**src/rtl/branch_predictor_pkg.sv**
```systemverilog
// Shared definitions for the tagged branch predictor: counter encodings,
// default geometry and the PC index/tag slicing helpers.
package branch_predictor_pkg;

  localparam int LINES_DEFAULT = 64;
  localparam int TAG_W_DEFAULT = 8;

  localparam logic [1:0] CTR_SNT = 2'b00;
  localparam logic [1:0] CTR_WNT = 2'b01;
  localparam logic [1:0] CTR_WT  = 2'b10;
  localparam logic [1:0] CTR_ST  = 2'b11;

  // Index is pc[idx_w+1:2]; returned zero-extended, callers narrow it.
  function automatic logic [31:0] pc_index(input logic [31:0] pc, input int idx_w);
    return (pc >> 2) & ((32'd1 << idx_w) - 32'd1);
  endfunction

  // Partial tag is pc[idx_w+2+tag_w-1 : idx_w+2].
  function automatic logic [31:0] pc_tag(input logic [31:0] pc, input int idx_w,
                                         input int tag_w);
    return (pc >> (idx_w + 2)) & ((32'd1 << tag_w) - 32'd1);
  endfunction

endpackage

```
**src/rtl/branch_predictor_bht_array.sv**
```systemverilog
// Branch history table storage: per-line valid/tag/2-bit counter, asynchronous
// reads for the decode lookup and the execute update, one synchronous write.
module bht_array
  import branch_predictor_pkg::*;
#(
  parameter int LINES = LINES_DEFAULT,
  parameter int TAG_W = TAG_W_DEFAULT,
  parameter int IDX_W = $clog2(LINES)
) (
  input  logic             clk,
  input  logic             rst,
  input  logic [IDX_W-1:0] rd_idx,
  output logic             rd_valid,
  output logic [TAG_W-1:0] rd_tag,
  output logic [1:0]       rd_ctr,
  input  logic [IDX_W-1:0] up_idx,
  output logic             up_valid,
  output logic [TAG_W-1:0] up_tag,
  output logic [1:0]       up_ctr,
  input  logic             we,
  input  logic [IDX_W-1:0] wr_idx,
  input  logic [TAG_W-1:0] wr_tag,
  input  logic [1:0]       wr_ctr
);

  logic             valid_q [LINES];
  logic [TAG_W-1:0] tag_q   [LINES];
  logic [1:0]       ctr_q   [LINES];

  assign rd_valid = valid_q[rd_idx];
  assign rd_tag   = tag_q[rd_idx];
  assign rd_ctr   = ctr_q[rd_idx];
  assign up_valid = valid_q[up_idx];
  assign up_tag   = tag_q[up_idx];
  assign up_ctr   = ctr_q[up_idx];

  // Reset wins over a coincident write; every write leaves the line valid.
  always_ff @(posedge clk) begin
    if (rst) begin
      for (int i = 0; i < LINES; i++) begin
        valid_q[i] <= 1'b0;
        tag_q[i]   <= '0;
        ctr_q[i]   <= CTR_WNT;
      end
    end else if (we) begin
      valid_q[wr_idx] <= 1'b1;
      tag_q[wr_idx]   <= wr_tag;
      ctr_q[wr_idx]   <= wr_ctr;
    end
  end

endmodule

```
**src/rtl/branch_predictor.sv**
```systemverilog
// Tagged 2-bit branch predictor: combinational lookup for decode, hit/allocate
// update from execute, mispredict flag and resolved/mispredicted branch counts.
module branch_predictor
  import branch_predictor_pkg::*;
#(
  parameter int LINES = LINES_DEFAULT,
  parameter int TAG_W = TAG_W_DEFAULT
) (
  input  logic        clk,
  input  logic        rst,
  input  logic [31:0] pc_guess,
  input  logic        is_br_guess,
  output logic        br_pred_taken,
  input  logic [31:0] pc_check,
  input  logic        is_br_check,
  input  logic        pred_taken_check,
  input  logic        br_taken_check,
  output logic        mispredict,
  output logic [31:0] br_count,
  output logic [31:0] mispred_count
);

  localparam int IDX_W = $clog2(LINES);

  logic [IDX_W-1:0] guess_idx, check_idx;
  logic [TAG_W-1:0] guess_tag, check_tag;
  logic             rd_valid, up_valid;
  logic [TAG_W-1:0] rd_tag, up_tag;
  logic [1:0]       rd_ctr, up_ctr, new_ctr;
  logic             check_hit;

  assign guess_idx = IDX_W'(pc_index(pc_guess, IDX_W));
  assign guess_tag = TAG_W'(pc_tag(pc_guess, IDX_W, TAG_W));
  assign check_idx = IDX_W'(pc_index(pc_check, IDX_W));
  assign check_tag = TAG_W'(pc_tag(pc_check, IDX_W, TAG_W));

  bht_array #(.LINES(LINES), .TAG_W(TAG_W), .IDX_W(IDX_W)) u_bht (
    .clk      (clk),
    .rst      (rst),
    .rd_idx   (guess_idx),
    .rd_valid (rd_valid),
    .rd_tag   (rd_tag),
    .rd_ctr   (rd_ctr),
    .up_idx   (check_idx),
    .up_valid (up_valid),
    .up_tag   (up_tag),
    .up_ctr   (up_ctr),
    .we       (is_br_check),
    .wr_idx   (check_idx),
    .wr_tag   (check_tag),
    .wr_ctr   (new_ctr)
  );

  // Lookup reads the pre-update table, so a same-cycle update is not bypassed.
  assign br_pred_taken = is_br_guess & rd_valid & (rd_tag == guess_tag) & rd_ctr[1];

  assign check_hit  = up_valid & (up_tag == check_tag);
  assign mispredict = is_br_check & (pred_taken_check != br_taken_check);

  // is_br_check is a single-cycle strobe with no backpressure: every cycle it
  // is high applies exactly one update, so execute must drop it while stalled.
  always_comb begin
    new_ctr = br_taken_check ? CTR_WT : CTR_WNT;
    if (check_hit) begin
      if (br_taken_check) new_ctr = (up_ctr == CTR_ST) ? CTR_ST : up_ctr + 2'd1;
      else                new_ctr = (up_ctr == CTR_SNT) ? CTR_SNT : up_ctr - 2'd1;
    end
  end

  always_ff @(posedge clk) begin
    if (rst) begin
      br_count      <= '0;
      mispred_count <= '0;
    end else begin
      if (is_br_check) br_count      <= br_count + 32'd1;
      if (mispredict)  mispred_count <= mispred_count + 32'd1;
    end
  end

endmodule

```
**config.mk**
```make
export PLATFORM = sky130hd
export DESIGN_NAME = branch_predictor
export DESIGN_NICKNAME = d
export VERILOG_FILES = /design/src/rtl/branch_predictor_pkg.sv /design/src/rtl/branch_predictor_bht_array.sv /design/src/rtl/branch_predictor.sv
export SDC_FILE = /design/constraint.sdc
export NUM_CORES = 1
export LEC_CHECK = 0
export BUFFER_PORTS_ARGS = -buffer_cell sky130_fd_sc_hd__buf_2
export CAP_MARGIN = 20
export CELL_PAD_IN_SITES_DETAIL_PLACEMENT = 1
export CELL_PAD_IN_SITES_GLOBAL_PLACEMENT = 2
export CORE_ASPECT_RATIO = 0.5
export CORE_MARGIN = 2
export CORE_UTILIZATION = 25
export CTS_BUF_LIST = sky130_fd_sc_hd__clkbuf_8
export CTS_CLUSTER_SIZE = 10
export DETAILED_ROUTE_END_ITERATION = 10
export GPL_TIMING_DRIVEN = 0
export PLACE_DENSITY = 0.58
export SKIP_LAST_GASP = 1
export SYNTH_ARGS = -nofsm -noshare
export SYNTH_HDL_FRONTEND = slang
export SYNTH_SLANG_ARGS = --single-unit
```
**constraint.sdc**
```tcl
create_clock -name clk -period 6.9 [get_ports clk]
set_clock_uncertainty 0.15 [all_clocks]
set_input_delay 1.38 -clock clk [delete_from_list [all_inputs] [get_ports clk]]
set_output_delay 1.38 -clock clk [all_outputs]
set_load 0.1 [all_outputs]
```
== Word level (Yosys, flattened, before mapping) ==
Memories as Yosys holds them, arrays and structs flattened.
Index checks and enable logic that the tools add are counted.
Word-level totals
  output and inout bits: 66
  input bits: 70
  memories kept: 3
  memory bits (writable): 704
  word-level logic and storage cells: 41
  register bits after elaboration: 64
Cells by class
  add/subtract/negate cells: 4
  bitwise operators: 5
  multiplexer cells: 19
  eq/ne operators: 4
  reduce and logical (&&, ||, !) cells: 4
Memories
  u_bht.tag_q: depth 64, bits a word 8, rd ports 2, clocked after Yosys merged registers in 0, wr ports 64, line branch_predictor_bht_array.sv:27  | logic [TAG_W-1:0] tag_q [LINES];
  u_bht.ctr_q: depth 64, bits a word 2, rd ports 2, clocked after Yosys merged registers in 0, wr ports 64, line branch_predictor_bht_array.sv:28  | logic [1:0] ctr_q [LINES];
  u_bht.valid_q: depth 64, bits a word 1, rd ports 2, clocked after Yosys merged registers in 0, wr ports 64, line branch_predictor_bht_array.sv:26  | logic valid_q [LINES];
Operator list (count)
  adder 32 x 1 -> 32 bit (second input constant): 2
  two-way mux 6 bit: 3
  equality test 8 bit: 2
  two-way mux 2 bit: 6
  two-way mux 1 bit: 9
  two-way mux 8 bit: 1
  OR reduction 8 bit: 1
  AND 1 bit: 5
  adder 2 x 1 -> 2 bit (second input constant): 1
  equality test 2 bit (second input constant): 1
  zero test 2 bit: 1
  OR reduction 2 bit: 1
  subtractor 2 x 1 -> 2 bit (second input constant): 1
  inequality test 1 bit: 1
  OR reduction 1 bit: 1

== Longest topological paths before layout ==
An unclocked memory read counts as a cell.
  word-level depth: 6
  mapped depth: 16

== Cells and area by module ==
A second synthesis with hierarchy kept.
Second synthesis, totals
  cell total of the unflattened synthesis: 3045
  area total of the unflattened synthesis: 40916.7 um2
By module, submodules not included
  bht_array: cells an instance 2651, times used 1, area each 37612.3 um2
  branch_predictor: cells an instance 394, times used 1, area each 3304.4 um2

== Least setup slack after synthesis ==
No wires, ideal clock.
  path type: input -> output
  start: input port pc_guess[2]
  end: output port br_pred_taken
  slack: -1583 ps
  buffers on the path: 3
  data arrival time: 6953 ps
  stages on the path: 8
  cells stage by stage: clkbuf_1 buf_2 buf_1 mux4_2 mux4_2 mux4_2 xor2_1 nor4_1
Between the ends
  cells in the longest elaborated chain, start to end: 4
RTL lines
  start: declaration: line branch_predictor.sv:11  | input logic [31:0] pc_guess,
  memory (64 x 8 bit) or memory (64 x 1 bit) (tied branches)
  equality test 8 bit or AND 1 bit (tied branches): line branch_predictor.sv:55  | assign br_pred_taken = is_br_guess & rd_valid & (rd_tag == guess_tag) & rd_ctr[1];
  AND 1 bit: line branch_predictor.sv:55
  AND 1 bit *: line branch_predictor.sv:55
  end: declaration: line branch_predictor.sv:13  | output logic br_pred_taken,
Every way passes the cells marked *; elsewhere a longest branch is shown, timed or not.

==> metrics.txt <==
TNS Setup -9240 ps; initial antenna violation count 26; Core ar. 0.160 mm²; library cells used by synthesis 70; sequential area share after synthesis 54.2%; Main synth FF type edfxtp_1; final hold vios 0; area of the mapped netlist 0.0402 mm²; Final Critical Period 7110 ps; CTS clk-pin slew, worst paths 60 ps; Die Ht 288 µm; CP arrival 7440 ps; Slew headroom 15.8%; drt pass-1 iters 6; FFs w/ async S/R, synth 0%; post-DP HPWL 167 mm; CP startpoint kind input pin; Detail Route Antenna Nets 0; wire length of the first global-routing pass 294 mm; Filler Cell Count 17,600; Syn Area/Cell 12.8 µm²; Post-synth EDFFs 640; Setup WS pre-CTS -2180 ps; starting density of the core 25.1%; DRT Wirelength 223 mm; final global-route overflow total 0; CP Max Fanout 10; number of buffers created by CTS 133; yosys warns 0; Tot GR Track Use 26.7%; # IOs 136; htree depth 4; Die ar. 0.164 mm²; share of cells above drive strength 1 22.6%; Vias 32,700; Max Freq 141 MHz; outcome finished with violations; Avg WL per Cell 39.2 µm; GPL Wtd Cong 0.979; clk_lat worst skew 890 ps; die width 571 µm; failing checks negative setup slack; Sink Count 768; leak pwr 16.4 nW; Tightest Pin Transition 1260 ps; placed cell areas 0.0439 mm²; vias in the first global route 31,800; Initial DRC Count 4,922; NumNets Final 3,469; DRC 0; worst hold path class flip-flop to flip-flop; Post-Synthesis Cells 3,136; P per Cell Area 240 mW/mm²; RSZ-0062 raised after global routing yes; largest net degree at the start of global routing 17; FP Rows 104; PnR worst setup slack -205 ps; Crit Path Category input pin to flip-flop; CTS tree built; setup violators final 125; commonest non-fill, non-tap cell in the layout edfxtp_1; Layout area overhead 15.5%; design area 0.0464 mm²; CTS max path bufs 3; Syn Nets 3,208; VDD IR-drop max 0.000177 V; Setup Fix Bufs, Post-CTS 0; CP required 7230 ps; port bufs 90; DR vias/cell 5.76; max_cap viols 0; period utilisation layout 103%; clock root cell clkbuf_8; commonest cells after routing, fill and taps aside edfxtp_1, and2_1, mux4_2; pins over their slew limit 0; flops & latches, synth 768; nature of the critical path endpoint flip-flop
==> state kept, by name, summed over array words and instances, names as in the netlist <==
name / flops
br_count: 32
u_bht.ctr_q: 128
u_bht.valid_q: 64
u_bht.tag_q: 512
mispred_count: 32
==> worst paths after layout <==
check                           from                  to  cells after the start  slack, ps
setup / recovery         pc_check[3]  u_bht.tag_q[10][3]                     11       -210
hold / removal     u_bht.valid_q[63]   u_bht.valid_q[63]                      2        340
setup reg to reg  u_bht.tag_q[46][2]  u_bht.ctr_q[17][1]                     10       2240
hold reg to reg    u_bht.valid_q[63]   u_bht.valid_q[63]                      2        340
==> layout make-up <==
cell class              instances  area, µm²  share of cell area (%)
clock inverters                89        458                   0.986
flip-flops and latches        768      21800                    46.9
clock buffers                 144       1980                    4.27
plain buffers                 299       1360                    2.93
diodes                          9       22.5                  0.0485
well taps                    2173       2720                    5.85
multi-input cells            1998      16900                    36.5
inverters                      70        263                   0.566
repair buffers                127        907                    1.95
==> synth_stat cells, types with 43 or more instances <==
library cell | count | area [µm²]
clkbuf_1 | 193 | 724
nand2_1 | 178 | 668
edfxtp_1 | 640 | 19200
nand3_1 | 72 | 360
a31oi_1 | 71 | 444
nor2_1 | 136 | 510
or2_2 | 43 | 269
mux2i_1 | 81 | 811
and2_1 | 326 | 2040
and3_1 | 209 | 1310
inv_1 | 68 | 255
o21ai_0 | 126 | 631
buf_2 | 74 | 370
xor2_1 | 52 | 455
mux4_2 | 270 | 6080
dfxtp_1 | 128 | 2560
==> worst max-delay path, cell delays in order <==
cell,delay [ps]
buf_2,160
buf_2,420
buf_2,660
buf_2,580
buf_2,720
nand2_1,490
nor2_1,970
clkbuf_1,820
buf_6,270
nand2_1,120
nand2b_1,730
==> power breakdown <==
group          internal, mW  total (mW)  switching [mW]
Clock                  2.00        4.21            2.20
Sequential             5.22        5.36           0.138
Combinational         0.473        1.57            1.10
Total                  7.69        11.1            3.44
==> per-stage QoR <==
stage	util, %	power, mW	hold slack (ps)	instances
6_report	29.0	11.1	342	5677
5_1_grt	29.0	11.3	357	5671
4_1_cts	28.9	11.1	341	5667
3_5_place_dp	27.4	6.92	328	5434
3_3_place_gp	27.1	6.89	327	5399
2_1_floorplan	-	6.13	305	3136
==> layer usage <==
| metal | part of all wire (%) | global-route usage [%] | vias up |
|---|---|---|---|
| met5 | 0.0063 | 0 | - |
| met4 | 4.0 | 9.77 | 4 |
| met3 | 13 | 9.25 | 409 |
| met2 | 42 | 38.5 | 2303 |
| met1 | 42 | 36.9 | 17500 |
| li1 | - | - | 12500 |
==> logic make-up (layout without fill, tap and decap cells) <==
logic type / Yosys count / count (layout) / share of synthesized area (%)
compound gates: 446 / 446 / 7.14
xor+xnor: 70 / 70 / 1.52
fa+ha+maj: 2 / 2 / 0.0622
buf+inv: 370 / 729 / 3.87
flops: 768 / 768 / 54.2
mux: 391 / 391 / 18.3
other cells: 0 / 9 / 0
simple gates: 1089 / 1089 / 15.0
==> timing repair <==
| item | CTS | global route |
|---|---|---|
| resized for setup | 31 | 6 |
| endpoints found under the setup margin | 11 | 21 |
| hold buffers | 0 | 0 |
No activity file was read; power rests on OpenSTA's default activity.
